**config.mk**
```make
export PLATFORM = sky130hd
export DESIGN_NAME = isa_host_cmd
export DESIGN_NICKNAME = d
export VERILOG_FILES = /design/src/rtl/isa_host_cmd.sv
export SDC_FILE = /design/constraint.sdc
export NUM_CORES = 1
export LEC_CHECK = 0
export BUFFER_PORTS_ARGS = -buffer_cell sky130_fd_sc_hd__buf_2
export CAP_MARGIN = 20
export CELL_PAD_IN_SITES_DETAIL_PLACEMENT = 2
export CELL_PAD_IN_SITES_GLOBAL_PLACEMENT = 2
export CORE_MARGIN = 2
export CORE_UTILIZATION = 26
export DETAILED_ROUTE_END_ITERATION = 6
export HOLD_SLACK_MARGIN = 0.03
export PLACE_DENSITY = 0.84
export SYNTH_ARGS = -nofsm -noshare
export SYNTH_HDL_FRONTEND = slang
export SYNTH_SLANG_ARGS = --single-unit
export TNS_END_PERCENT = 1
```
**constraint.sdc**
```tcl
create_clock -name clk -period 1.4 [get_ports clk]
set_input_delay 0.14 -clock clk [delete_from_list [all_inputs] [get_ports clk]]
set_output_delay 0.14 -clock clk [all_outputs]
set_load 0.005 [all_outputs]
```
**src/rtl/isa_host_cmd.sv**
```systemverilog
// Host command front end for the ISA bus sequencer: assembles opcode/address/data
// bytes from a four-phase strobe/ack host link and drives the sequencer control word.
module isa_host_cmd #(
   parameter int ADDR_WIDTH     = 10,
   parameter int TIMEOUT_CYCLES = 255
) (
   input  logic                  clk,
   input  logic                  reset,
   input  logic [7:0]            host_data_in,
   input  logic                  host_strobe,
   output logic                  host_ack,
   output logic                  host_busy,
   output logic [7:0]            host_data_out,
   output logic                  error,
   output logic [7:0]            control_out,
   output logic [ADDR_WIDTH-1:0] address_out,
   output logic [7:0]            data_out,
   input  logic [7:0]            bus_data_in,
   input  logic                  data_read_n,
   input  logic                  control_reset_n,
   output logic [2:0]            state_dbg
);

   // Host link: host_strobe rises with a byte on host_data_in, host_ack rises once
   // the byte is taken, the host drops host_strobe, and host_ack then falls.

   typedef enum logic [2:0] {
      S_IDLE      = 3'd0,
      S_ADDR_LO   = 3'd1,
      S_ADDR_HI   = 3'd2,
      S_DATA      = 3'd3,
      S_ISSUE     = 3'd4,
      S_WAIT_DONE = 3'd5
   } state_t;

   localparam logic [7:0] TIMEOUT_LAST = 8'(TIMEOUT_CYCLES - 1);

   state_t     state, state_next;
   logic       strobe_s1, strobe_s2, strobe_d;
   logic       strobe_edge, capture;
   logic       op_read, op_write;
   logic       cmd_read;
   logic [7:0] timeout_cnt;
   logic       timeout_hit, cycle_done;

   assign strobe_edge = strobe_s2 & ~strobe_d;
   assign capture     = strobe_edge & ~host_busy;
   assign op_read     = (host_data_in == 8'h01);
   assign op_write    = (host_data_in == 8'h02);
   assign timeout_hit = (timeout_cnt == TIMEOUT_LAST);
   assign cycle_done  = ~control_reset_n;

   always_ff @(posedge clk) begin
      if (!reset) state <= S_IDLE;
      else        state <= state_next;
   end

   always_comb begin
      state_next = state;
      case (state)
         S_IDLE:      if (capture && (op_read || op_write)) state_next = S_ADDR_LO;
         S_ADDR_LO:   if (capture) state_next = S_ADDR_HI;
         S_ADDR_HI:   if (capture) state_next = cmd_read ? S_ISSUE : S_DATA;
         S_DATA:      if (capture) state_next = S_ISSUE;
         S_ISSUE:     state_next = S_WAIT_DONE;
         S_WAIT_DONE: if (cycle_done || timeout_hit) state_next = S_IDLE;
         default:     state_next = S_IDLE;
      endcase
   end

   always_comb begin
      host_busy = (state == S_ISSUE) || (state == S_WAIT_DONE);
      state_dbg = state;
   end

   always_ff @(posedge clk) begin
      if (!reset) begin
         strobe_s1     <= 1'b0;
         strobe_s2     <= 1'b0;
         strobe_d      <= 1'b0;
         host_ack      <= 1'b0;
         host_data_out <= 8'h00;
         error         <= 1'b0;
         control_out   <= 8'h00;
         address_out   <= '0;
         data_out      <= 8'h00;
         cmd_read      <= 1'b0;
         timeout_cnt   <= 8'h00;
      end else begin
         strobe_s1 <= host_strobe;
         strobe_s2 <= strobe_s1;
         strobe_d  <= strobe_s2;

         // Edges seen while busy are swallowed, so they never raise host_ack.
         if (capture)         host_ack <= 1'b1;
         else if (!strobe_s2) host_ack <= 1'b0;

         case (state)
            S_IDLE: begin
               if (capture) begin
                  if (op_read || op_write)       cmd_read <= op_read;
                  else if (host_data_in == 8'h80) error   <= 1'b0;
               end
            end
            S_ADDR_LO: if (capture) address_out[7:0] <= host_data_in;
            S_ADDR_HI: if (capture) address_out[ADDR_WIDTH-1:8] <= host_data_in[ADDR_WIDTH-9:0];
            S_DATA:    if (capture) data_out <= host_data_in;
            S_ISSUE: begin
               control_out <= cmd_read ? 8'h01 : 8'h02;
               timeout_cnt <= 8'h00;
            end
            S_WAIT_DONE: begin
               if (!data_read_n) host_data_out <= bus_data_in;
               if (cycle_done) begin
                  control_out <= 8'h00;
               end else if (timeout_hit) begin
                  control_out <= 8'h00;
                  error       <= 1'b1;
                  if (cmd_read) host_data_out <= 8'hFF;
               end else begin
                  timeout_cnt <= timeout_cnt + 8'h01;
               end
            end
            default: ;
         endcase
      end
   end

endmodule

```
==> key figures <==
Die
  – I/O pin cnt: 61
  – Site Rows: 31
  – Die area: roughly 8400 sq um
  – Core Region: roughly 7300 sq um
  – Die H: between 90 and 100 microns
  – Initial Utilization: 0.272
  – Die Wd: 91.5 microns

Clock tree
  – CTS Root Cell: clkbuf_8
  – CTS clk-pin slew, worst paths: around 80 ps
  – Inserted Clock Buffers: 5
  – H-tree levels: 2
  – Clock latency on the worst-skew pair: 290 ps
  – # hold bufs at CTS: 0
  – Clock Sinks: 45
  – CTS tree: done
  – Max clock buf depth: 2

Placed design
  – Dpl cell area: approximately 2600 sq um
  – Post-DP HPWL: between 4000 and 5000 microns
  – Total placed cells including tap cells: 391
  – Post-Place Setup Slack: -162 ps
  – RePlAce Congestion: approximately 0.74
  – PortBufs: between 50 and 60

Cells and area
  – Non-Filler Instances: 403
  – Share of cells above drive strength 1: 0.411
  – Diode count: 0
  – P&R area growth vs syn: 41.0%
  – Fill cell instance count of the final layout: 818
  – Fin nets: between 300 and 400
  – Final Instance Area: roughly 2800 sq um

Logic synthesis
  – Yosys top cell area share: 0.452
  – Netlist Area Pre-Place: ~2000 sq um
  – Count leader, synth: dfxtp_1
  – Area leader, netlist: dfxtp_1
  – Top cells by count, synth: dfxtp_1 (45), mux2i_1 (21), a21oi_1 (20)
  – EDFF count, synth: 0
  – Fraction of registers with async set/reset: 0
  – Average cell area after synthesis: ~9.1 sq um
  – Synth warn: 0
  – FF+latch count, synth: between 40 and 50
  – Cell variety after synth: 43
  – Post-synth top flop: dfxtp_1
  – Synth area leaders: dfxtp_1 (45%), mux2i_1 (11%), a21oi_1 (5.0%), nand3_1 (3.8%), nor2_1 (3.2%)
  – Sequential area share after synthesis: 0.452
  – Mapped Cells: around 220

Status
  – Status: finished with violations
  – Violated checks: setup timing

Global routing
  – Largest net degree at the start of global routing: 20
  – Congestion Overflow GR: 0
  – Initial antenna violation count: 0
  – Vias in the first global route: approximately 2200
  – First-pass GRT wire length: 10900 microns
  – Gr usage total: 0.162

Power
  – Int Pwr: around 2 mW
  – P_sw: ~0.53 mW
  – Reg power frac: 0.521
  – Leakage power: approximately 1.2 nW
  – Comb power frac: 0.067
  – VDD IR max: approximately 0.00038 V
  – Switching share of power: 0.216
  – PD cells: ~880 nW/um^2
  – Clk pwr share: 0.413

Detailed routing
  – Avg WL per Cell: roughly 16 microns
  – Post-route ant nets: 0
  – Vias per inst: about 4.8
  – Initial DRC count: 31
  – WL final: ~6500 microns
  – Iteration count of the initial detailed-routing pass: 4
  – DRC Markers: 0
  – Vias: 1916

Critical path
  – Setup CP Type: flip-flop to flip-flop
  – Startpoint Class: flip-flop
  – Critical path endpoint category: flip-flop
  – Arr. time, crit path: 1630 ps
  – Worst-path cell chain: inv_2, ha_4, nand3_4, nor2_4, or4_1, a21oi_1
  – Crit-path slowest cell: or4_1
  – Number of buffers and inverters on the critical path: 1
  – Largest delay share family, worst path: simple AND/OR/NAND/NOR gates
  – Critical Path RT: 1620 ps
  – CP peak stage delay: around 470 ps
  – Crit-path max FO: 6

Flow run
  – Max Cap Viol: 0

STA
  – Count of pins over their slew limit: 0
  – Final period util: 1.01
  – Min Tclk post-route: 1410 ps
  – Layout Skew: 6.03 ps
  – Setup ws final: -8.59 ps
  – Final Hold Viols: 0
  – Fmax: roughly 710 MHz
  – Unrepaired setup endpoints after global routing: true
  – Hold WS: 54.1 ps
  – Final setup violation count: 4

Worst hold path
  – Hold Crit Class: input pin to flip-flop
[placed cells by master, fill, tap and decap left out, drive strengths merged, types with 5 or more instances in the layout]
cell type  count
buf           90
o21ai          6
a21oi         20
a21boi         5
nand4          6
mux2i         21
nor2          17
nand2         15
nor2b          5
conb           6
clkbuf         7
dfxtp         45
nand3         15
[layout make-up]
cell class,instances,area [sq um],share of cell area
Multi-Input combinational cell,157,1080,0.384
Sequential cell,45,915,0.326
Timing Repair Buffer,90,561,0.200
Tap cell,99,124,0.0441
Clock buffer,7,86.3,0.0307
Clock inverter,1,30.0,0.0107
Inverter,4,15.0,0.00535
[kinds of logic (layout without fill, tap and decap cells)]
group,after synthesis,in the layout,share of synthesized area
AOI/OAI and AO/OA,46,46,0.143
xor gates and xnor gates,4,4,0.0176
adders and majority gates,2,2,0.0126
buffers and inverters,22,102,0.0584
DFF,45,45,0.452
muxes,21,21,0.106
other,1,6,0.00188
and+or+nand+nor,78,78,0.209
[per-layer routing]
layer,vias up,track usage,routed length (microns)
li1,926,-,-
met1,930,0.172,2550
met2,50,0.313,3530
met3,10,0.0423,327
met4,0,0.0366,92
met5,-,0,0
[power groups by stage]
| stage | logic [mW] | clock network (mW) | registers [mW] |
|---|---|---|---|
| 2_1_floorplan | 0.0811 | 0 | 1.32 |
| 3_3_place_gp | 0.150 | 0 | 1.32 |
| 3_5_place_dp | 0.156 | 0 | 1.32 |
| 4_1_cts | 0.164 | 1.05 | 1.29 |
| 5_1_grt | 0.185 | 1.10 | 1.29 |
| 6_report | 0.165 | 1.02 | 1.29 |
[repair_timing]
item / CTS / global route
gates resized for setup: 17 / 14
endpoints found under the setup margin: 29 / 25
pin swaps: 7 / 3
setup buffers: 4 / 0
[metrics by stage]
step                 util  power (mW)  setup TNS (ps)
detailed placement  0.350        1.48           -1770
global placement    0.350        1.47            -186
finish              0.383        2.48           -19.2
floorplan               -        1.40            -215
CTS                 0.378        2.50           -60.7
global route        0.383        2.58            -609
[flip-flops by register name, indices dropped and copies added (netlist names)]
name / cells
address_out: 10
cmd_read: 1
control_out: 2
data_out: 8
error: 1
host_ack: 1
host_data_out: 8
state_dbg: 3
strobe_d: 1
strobe_s1: 1
strobe_s2: 1
timeout_cnt: 8
[worst paths after layout]
check / slack [ps] / depth (start not counted) / from / endpoint
max: -9 / 6 / timeout_cnt[0] / timeout_cnt[5]
min: 50 / 2 / host_strobe / strobe_s1
max reg2reg: -9 / 6 / timeout_cnt[0] / timeout_cnt[5]
min reg2reg: 440 / 1 / strobe_s1 / strobe_s2
Note: power is estimated with default switching activity, not from simulation.
